**config.mk**
```make
export PLATFORM = sky130hd
export DESIGN_NAME = instr_split_queue_flat
export DESIGN_NICKNAME = d
export VERILOG_FILES = /design/src/rtl/instr_split_queue_if.sv /design/src/rtl/instr_split_queue.sv /design/src/flat_wrapper.sv
export SDC_FILE = /design/constraint.sdc
export NUM_CORES = 1
export LEC_CHECK = 0
export BUFFER_PORTS_ARGS = -buffer_cell sky130_fd_sc_hd__buf_4
export CAP_MARGIN = 20
export CORE_ASPECT_RATIO = 1.2
export CORE_MARGIN = 2
export CORE_UTILIZATION = 42
export DETAILED_ROUTE_END_ITERATION = 16
export SYNTH_ARGS = -nofsm -noshare
export SYNTH_HDL_FRONTEND = slang
export SYNTH_SLANG_ARGS = --single-unit
```
**constraint.sdc**
```tcl
create_clock -name clk -period 7 [get_ports clk]
set_input_delay 1.05 -clock clk [delete_from_list [all_inputs] [get_ports clk]]
set_output_delay 1.05 -clock clk [all_outputs]
set_load 0.03 [all_outputs]
```
**src/rtl/instr_split_queue_if.sv**
```systemverilog
// Fetch/decode bundle for instr_split_queue: fetch handshake, decode handshake,
// pre-split head fields, occupancy and the branch-redirect flush.
interface instr_split_queue_if #(
   parameter int unsigned DEPTH = 4,
   parameter int unsigned PC_W  = 32
);
   localparam int unsigned CW = $clog2(DEPTH) + 1;

   logic            flush;
   logic            in_valid;
   logic            in_ready;
   logic [31:0]     in_instr;
   logic [PC_W-1:0] in_pc;
   logic            out_valid;
   logic            out_ready;
   logic [PC_W-1:0] out_pc;
   logic [5:0]      op;
   logic [4:0]      rs;
   logic [4:0]      rt;
   logic [4:0]      rd;
   logic [4:0]      shamt;
   logic [5:0]      func;
   logic [15:0]     imm16;
   logic [25:0]     imm26;
   logic [CW-1:0]   count;

   // Queue side
   modport slave (
      input  flush, in_valid, in_instr, in_pc, out_ready,
      output in_ready, out_valid, out_pc, op, rs, rt, rd, shamt, func,
             imm16, imm26, count
   );

   // Fetch/decode side
   modport master (
      output flush, in_valid, in_instr, in_pc, out_ready,
      input  in_ready, out_valid, out_pc, op, rs, rt, rd, shamt, func,
             imm16, imm26, count
   );
endinterface

```
**src/rtl/instr_split_queue.sv**
```systemverilog
// instr_split_queue: circular fetch-to-decode instruction buffer that presents
// its head entry pre-split into MIPS fields. Synchronous flush for redirect.
// Optional macro INSTR_Q_BYPASS_EN: when the queue is empty, the incoming
// instruction is forwarded combinationally (0-cycle latency).
module instr_split_queue #(
   parameter int unsigned DEPTH = 4,
   parameter int unsigned PC_W  = 32
) (
   input logic                clk,
   input logic                rst_n,
   instr_split_queue_if.slave bus
);
   localparam int unsigned AW = $clog2(DEPTH);
   localparam int unsigned CW = AW + 1;

   typedef struct packed {
      logic [PC_W-1:0] pc;
      logic [31:0]     instr;
   } entry_t;

   entry_t          mem_q [DEPTH];
   logic [AW-1:0]   wr_ptr_q, wr_ptr_d;
   logic [AW-1:0]   rd_ptr_q, rd_ptr_d;
   logic [CW-1:0]   count_q,  count_d;

   logic   full_c;
   logic   empty_c;
   logic   bypass_c;
   logic   in_ready_c;
   logic   out_valid_c;
   logic   wr_en_c;
   logic   rd_en_c;
   entry_t in_entry_c;
   entry_t head_c;
   entry_t shown_c;

   // Occupancy status, handshakes and head selection
   always_comb begin
      full_c     = (count_q == CW'(DEPTH));
      empty_c    = (count_q == '0);
      in_entry_c = '{pc: bus.in_pc, instr: bus.in_instr};
`ifdef INSTR_Q_BYPASS_EN
      bypass_c   = empty_c & ~bus.flush;
`else
      bypass_c   = 1'b0;
`endif
      in_ready_c  = ~full_c & ~bus.flush;
      out_valid_c = ~bus.flush & (~empty_c | (bypass_c & bus.in_valid));
      head_c      = bypass_c ? in_entry_c : mem_q[rd_ptr_q];
      // A bypassed word consumed in the same cycle is never stored
      wr_en_c     = bus.in_valid & in_ready_c & ~(bypass_c & bus.out_ready);
      rd_en_c     = out_valid_c & bus.out_ready & ~bypass_c;
      shown_c     = out_valid_c ? head_c : '0;
   end

   // Next-state for pointers and count; flush overrides everything
   always_comb begin
      wr_ptr_d = wr_ptr_q;
      rd_ptr_d = rd_ptr_q;
      count_d  = count_q;
      if (bus.flush) begin
         wr_ptr_d = '0;
         rd_ptr_d = '0;
         count_d  = '0;
      end else begin
         if (wr_en_c) wr_ptr_d = wr_ptr_q + AW'(1);
         if (rd_en_c) rd_ptr_d = rd_ptr_q + AW'(1);
         count_d = count_q + CW'(wr_en_c) - CW'(rd_en_c);
      end
   end

   // Pointer and occupancy registers
   always_ff @(posedge clk or negedge rst_n) begin
      if (!rst_n) begin
         wr_ptr_q <= '0;
         rd_ptr_q <= '0;
         count_q  <= '0;
      end else begin
         wr_ptr_q <= wr_ptr_d;
         rd_ptr_q <= rd_ptr_d;
         count_q  <= count_d;
      end
   end

   // Entry storage, intentionally not reset
   always_ff @(posedge clk) begin
      if (wr_en_c) mem_q[wr_ptr_q] <= in_entry_c;
   end

   assign bus.in_ready  = in_ready_c;
   assign bus.out_valid = out_valid_c;
   assign bus.count     = count_q;
   assign bus.out_pc    = shown_c.pc;
   assign bus.op        = shown_c.instr[31:26];
   assign bus.rs        = shown_c.instr[25:21];
   assign bus.rt        = shown_c.instr[20:16];
   assign bus.rd        = shown_c.instr[15:11];
   assign bus.shamt     = shown_c.instr[10:6];
   assign bus.func      = shown_c.instr[5:0];
   assign bus.imm16     = shown_c.instr[15:0];
   assign bus.imm26     = shown_c.instr[25:0];
endmodule

```
**src/flat_wrapper.sv**
```systemverilog
// flat-port wrapper written by rule: the top's interface ports become plain ports
module instr_split_queue_flat 
#(
   parameter int unsigned DEPTH = 4,
   parameter int unsigned PC_W  = 32
)
  (clk, rst_n, bus_flush, bus_in_valid, bus_in_instr, bus_in_pc, bus_out_ready, bus_in_ready, bus_out_valid, bus_out_pc, bus_op, bus_rs, bus_rt, bus_rd, bus_shamt, bus_func, bus_imm16, bus_imm26, bus_count);
  instr_split_queue_if #(.DEPTH(DEPTH), .PC_W(PC_W)) bus_i ();
  input logic clk;
  input logic rst_n;
  input wire logic [$bits(bus_i.flush)-1:0] bus_flush;
  input wire logic [$bits(bus_i.in_valid)-1:0] bus_in_valid;
  input wire logic [$bits(bus_i.in_instr)-1:0] bus_in_instr;
  input wire logic [$bits(bus_i.in_pc)-1:0] bus_in_pc;
  input wire logic [$bits(bus_i.out_ready)-1:0] bus_out_ready;
  output wire logic [$bits(bus_i.in_ready)-1:0] bus_in_ready;
  output wire logic [$bits(bus_i.out_valid)-1:0] bus_out_valid;
  output wire logic [$bits(bus_i.out_pc)-1:0] bus_out_pc;
  output wire logic [$bits(bus_i.op)-1:0] bus_op;
  output wire logic [$bits(bus_i.rs)-1:0] bus_rs;
  output wire logic [$bits(bus_i.rt)-1:0] bus_rt;
  output wire logic [$bits(bus_i.rd)-1:0] bus_rd;
  output wire logic [$bits(bus_i.shamt)-1:0] bus_shamt;
  output wire logic [$bits(bus_i.func)-1:0] bus_func;
  output wire logic [$bits(bus_i.imm16)-1:0] bus_imm16;
  output wire logic [$bits(bus_i.imm26)-1:0] bus_imm26;
  output wire logic [$bits(bus_i.count)-1:0] bus_count;
  assign bus_i.flush = bus_flush;
  assign bus_i.in_valid = bus_in_valid;
  assign bus_i.in_instr = bus_in_instr;
  assign bus_i.in_pc = bus_in_pc;
  assign bus_i.out_ready = bus_out_ready;
  assign bus_in_ready = bus_i.in_ready;
  assign bus_out_valid = bus_i.out_valid;
  assign bus_out_pc = bus_i.out_pc;
  assign bus_op = bus_i.op;
  assign bus_rs = bus_i.rs;
  assign bus_rt = bus_i.rt;
  assign bus_rd = bus_i.rd;
  assign bus_shamt = bus_i.shamt;
  assign bus_func = bus_i.func;
  assign bus_imm16 = bus_i.imm16;
  assign bus_imm26 = bus_i.imm26;
  assign bus_count = bus_i.count;
  instr_split_queue #(.DEPTH(DEPTH), .PC_W(PC_W)) u_core (.clk(clk), .rst_n(rst_n), .bus(bus_i));
endmodule
```
==> metrics, run 1 <==
NumNets Final 716; Mapped Area 10400 µm²; Slew Limit Fails 0; first-pass GRT wire length 29700 µm; P_sw 1.34 mW; DRT Wirelength 19600 µm; Skew-Pair Late Insertion Delay 0.51 ns; Die Y 177 µm; Remaining DRCs 0; Placer Congestion 0.682; commonest non-fill, non-tap cell in the layout edfxtp_1; CP Launch Type flop; grt total ovfl 0; CTS H-tree lvls 1; r2r worst-path depth 12; net count of the mapped netlist 571; vias in the first global route 5283; Warnings, synthesis 0; # fillers 2059; largest net degree at the start of global routing 67; WP data required 5.95 ns; Final Cell Area 12600 µm²; clk root buf clkbuf_16; total setup buffers inserted after CTS 0; Cell Pwr Density 356 nW/µm²; Setup crit end kind output pin; sequential area share after synthesis 0.754; Final Util 0.512; Worst slew margin 0.309; Seq pwr share 0.436; EDFF count, synth 256; FP Rows 63; io pins 180; placement-stage cell area 11800 µm²; Hold Fails Final Rpt 0; Static Leak 4.40 nW; Syn Inst Count 495; reg2reg end u_core.bus.count[2]; Peak supply drop 0.220 mV; Final Critical Period 4.14 ns; maximum fanout along the worst path 44; RSZ-0062 raised after global routing false; path type of the worst min-delay path in2async; antenna violations before repair 0; Max-Cap Viols 0; reg2reg start u_core.bus.count[1]; Resized cells post-CTS 0; Post-synth ARST share 0.0266; Port-buffer cells 179; share of power burned in combinational logic 0.270; status finished, final reports clean; most frequent cells in the layout edfxtp_1 (256), buf_4 (181), and2_1 (66); WP data arrival 3.09 ns; starting density of the core 0.424; reg2reg setup slack 3.93 ns; Die Wd 148 µm; clock buffer depth 3; share of layout cells above drive strength 1 0.438; CTS tree yes; area grow syn2layout 20.7%; DP HPWL 11100 µm; Routed WL per cell 19.9 µm; top_reg_cell synth edfxtp_1; count of final setup violators 0; Vias/cell 5.08; post-route setup TNS 0 ns; Worst Tran Pin Value 1.04 ns; Post-Syn Area per Cell 21.1 µm²; Setup Skew 0.00899 ns; power share of the clock group 0.293; P_int 3.14 mW; switch share 0.299; Die ar. 26100 µm²; Vias 4990; Yosys reg bits 263; core area 24600 µm²; Tot Pwr 4.48 mW; Fmax achieved 241 MHz; WS Path Type reg2out; fin crit share 0.592; Clock Pin Slew Worst Setup and Hold Paths 0.06 ns; total CTS buffers 26; CTS sink count 263; CTS Hold Bufs 0; post-synth cell types 24; Pre-antenna DRT Iters 5; Final ANT Viol Nets 0; total global-route track usage 0.149; Iteration-0 DRC Markers 267
flip-flops by register name, indices dropped and copies added, names as in the netlist:
| signal | flops |
|---|---|
| u_core.bus.count | 3 |
| u_core.rd_ptr_q | 2 |
| u_core.wr_ptr_q | 2 |
| u_core.mem_q | 256 |
metrics by stage:
step,setup WS (ns),cells,hold WS (ns)
after floorplan,3.40,495,0.504
after global placement,3.26,937,0.519
after detailed placement,3.26,937,0.555
after CTS,2.71,982,0.323
after global routing,2.55,982,0.328
final,2.86,983,0.343
layer usage:
metal	part of all wire	routed length (µm)	global-route usage	vias to the layer above
li1	-	-	-	2200
met3	0.060	1170	0.0273	19
met5	0	0	0	-
met2	0.52	10200	0.262	165
met4	0.015	289	0.0345	0
met1	0.40	7930	0.194	2606
cells by family (layout without fill, tap and decap cells):
group,after synthesis,after routing,synth area share
XOR/XNOR,2,2,0.00168
other,0,1,0
adder cells (fa/ha/maj),7,7,0.00911
AND/OR/NAND/NOR,83,83,0.0479
multiplexers,66,66,0.140
flip-flops,263,263,0.754
buffers and inverters,69,231,0.0445
AO/OA/AOI/OAI,5,5,0.00300
how the worst max path moves through the flow:
stage / startpoint / endpoint / slack [ns] / cells after the start
final: u_core.rd_ptr_q[0] / bus_func[1] / 2.86 / 4
after global routing: u_core.rd_ptr_q[0] / bus_func[1] / 2.55 / 4
after CTS: u_core.rd_ptr_q[0] / bus_func[3] / 2.71 / 4
after detailed placement: u_core.rd_ptr_q[0] / bus_func[3] / 3.26 / 4
after global placement: u_core.rd_ptr_q[0] / bus_imm26[3] / 3.26 / 4
after floorplan: bus_flush / u_core.mem_q[0][0] / 3.40 / 4
synth_stat cells (all sizes together), types with 2 or more instances:
master	instances	share of area
clkbuf	9	0.0032
nand2b	2	0.0012
nor2	6	0.0022
dfrtp	7	0.017
ha	6	0.0072
buf	55	0.039
a21oi	3	0.0018
and2	70	0.042
nor3	2	0.00096
inv	5	0.0018
mux4	64	0.14
xor2	2	0.0017
edfxtp	256	0.74
power by group through the flow:
stage	sequential (mW)	clock [mW]	combinational, mW
global placement	1.99	0	1.22
floorplan	1.91	0	0.968
finish	1.96	1.31	1.21
CTS	1.96	1.35	1.24
global route	1.98	1.41	1.29
detailed placement	2.00	0	1.23
critical path: stages (launching register included):
cell and delay (ns):
dfrtp_4 1.01, buf_4 0.57, mux4_2 0.58, and2_1 0.20, buf_4 0.18
cell type report:
type / count / area, µm² / share of cell area
Antenna cell: 1 / 2.50 / 0.000199
Sequential cell: 263 / 7870 / 0.625
Clock buffer: 29 / 683 / 0.0543
Timing Repair Buffer: 181 / 1360 / 0.108
Inverter: 5 / 18.8 / 0.00149
Tap cell: 325 / 407 / 0.0323
Multi-Input combinational cell: 163 / 2120 / 0.169
Clock inverter: 16 / 125 / 0.00994
No activity file was read; power rests on OpenSTA's default activity.
==> run 2: changes to the inputs <==
--- a/config.mk
+++ b/config.mk
@@ -11,6 +11,7 @@
 export CORE_MARGIN = 2
 export CORE_UTILIZATION = 42
 export DETAILED_ROUTE_END_ITERATION = 16
+export PLACE_DENSITY = 0.65
 export SYNTH_ARGS = -nofsm -noshare
 export SYNTH_HDL_FRONTEND = slang
 export SYNTH_SLANG_ARGS = --single-unit
==> constraint.sdc (replaced) <==
create_clock -name clk -period 3.4 [get_ports clk]
set_input_delay 0.51 -clock clk [delete_from_list [all_inputs] [get_ports clk]]
set_output_delay 0.51 -clock clk [all_outputs]
set_load 0.03 [all_outputs]
==> run 2 against run 1 <==
Compared with the run above: sequential share of layout area fell by 0.88 points; count of clock-buffer cells in the layout is 1 higher; register-to-register slack worse by 3.2 ns; total power rose by 110%; largest power group unchanged; cell count up 1.3%; critical path depth shrank 1; clock skew is 0.0028 ns higher; final area grew 1.4%; critical endpoint unchanged; global-route usage up 0.21 points; combinational power increased by 120%.
==> metrics, run 2 (same netlist as run 1, synthesis figures left out) <==
reg2reg end u_core.bus.count[2]; Die Wd 148 µm; CP cell instances mux4_2 -> and2_1 -> buf_4; Multi-input gate area 2120 µm²; Peak supply drop 0.412 mV; r2r worst-path depth 11; Seq pwr share 0.423; Setup Skew 0.0118 ns; # fillers 2017; Port-buffer cells 179; Resized cells post-CTS 0; Vias/cell 5.04; dpl cells 948; max FFs per register 256; vias in the first global route 5380; P_sw 2.79 mW; CTS tree yes; Iteration-0 DRC Markers 274; core area 24600 µm²; CP max stage cell dfrtp_4; total setup buffers inserted after CTS 0; FP Rows 63; Static Leak 4.50 nW; Vias 5015; largest net degree at the start of global routing 67; DP HPWL 12000 µm; FF+latch area 7870 µm²; max incr delay on CP 1.09 ns; commonest non-fill, non-tap cell in the layout edfxtp_1; first-pass GRT wire length 30100 µm; share of power burned in combinational logic 0.278; Antenna diodes 0; placement-stage cell area 11900 µm²; Clock Pin Slew Worst Setup and Hold Paths 0.06 ns; Worst slew margin 0.330; Final Critical Period 3.03 ns; hold depth 1; maximum fanout along the worst path 66; Max-Cap Viols 0; fin crit share 0.892; status finished, final reports clean; grt total ovfl 0; total CTS buffers 26; Skew-Pair Late Insertion Delay 0.52 ns; CTS sink count 263; reg2reg start u_core.bus.count[1]; CTS Hold Bufs 1; Routed WL per cell 20.0 µm; NumNets Final 728; P_int 6.61 mW; power share of the clock group 0.299; WP data arrival 2.52 ns; total global-route track usage 0.151; Die Y 177 µm; Final Cell Area 12800 µm²; Pre-antenna DRT Iters 8; CP Launch Type flop; Critical Path End bus_func[1]; DRT Wirelength 19900 µm; Final ANT Viol Nets 0; Worst Tran Pin Value 1.00 ns; antenna violations before repair 0; Die ar. 26100 µm²; fin cells 996; reg2reg setup slack 0.71 ns; WS Path Type reg2out; Largest Register u_core.mem_q; clk root buf clkbuf_16; post-route setup TNS 0 ns; path type of the worst min-delay path in2reg; Placer Congestion 0.725; CTS H-tree lvls 1; Hold Fails Final Rpt 0; Setup crit end kind output pin; area grow syn2layout 22.4%; count of final setup violators 0; io pins 180; starting density of the core 0.424; share of layout cells above drive strength 1 0.455; Remaining DRCs 0; clock buffer depth 3; RSZ-0062 raised after global routing false; Cell Pwr Density 736 nW/µm²; most frequent cells in the layout edfxtp_1 (256), buf_4 (188), and2_1 (66); Slew Limit Fails 0; WP data required 2.89 ns; switch share 0.297; beginning of the critical path u_core.rd_ptr_q[1]; Fmax achieved 330 MHz
run 2: layer usage:
layer  wire (µm)  track usage  up-vias
met5           0            0        -
met4         352       0.0377        0
met3        1250       0.0304       29
met2        9860        0.262      160
met1        8420        0.197     2599
li1            -            -     2227
run 2: area by class of cell:
class / instances / share of cell area
Clock inverter: 17 / 0.0126
Tap cell: 325 / 0.0318
Timing Repair Buffer: 193 / 0.118
Clock buffer: 30 / 0.0538
Inverter: 5 / 0.00147
Sequential cell: 263 / 0.616
Multi-Input combinational cell: 163 / 0.166
run 2: through the flow:
stage           util  worst slack, ns  hold WS [ns]  power [mW]
2_1_floorplan      -            0.344         0.214        5.93
3_3_place_gp   0.484            0.871         0.326        6.66
3_5_place_dp   0.484            0.721         0.328        6.71
4_1_cts        0.519            0.300         0.162        9.53
5_1_grt        0.519            0.228         0.164        9.78
6_report       0.519            0.366         0.188        9.39
run 2: how the worst min path moves through the flow:
stage                                      to        startpoint  slack (ns)
after CTS                 u_core.mem_q[1][20]  bus_in_instr[20]        0.16
after detailed placement  u_core.bus.count[1]             rst_n        0.33
final                     u_core.mem_q[1][19]  bus_in_instr[19]        0.19
after floorplan           u_core.bus.count[0]             rst_n        0.21
after global placement    u_core.bus.count[2]             rst_n        0.33
after global routing      u_core.mem_q[1][19]  bus_in_instr[19]        0.16
run 2: critical path, delay by kind of cell, from the launching register on:
kind,cells,cell delay (ns)
AND/OR/NAND/NOR,1,0.32
flip-flops,1,1.09
buffers and inverters,1,0.23
multiplexers,1,0.35
run 2: power groups by stage:
stage	Sequential, mW	Clock [mW]	Combinational [mW]
after floorplan	3.94	0	1.99
after global placement	4.03	0	2.63
after CTS	3.98	2.88	2.67
final	3.97	2.81	2.62
after detailed placement	4.05	0	2.66
after global routing	4.00	2.99	2.79
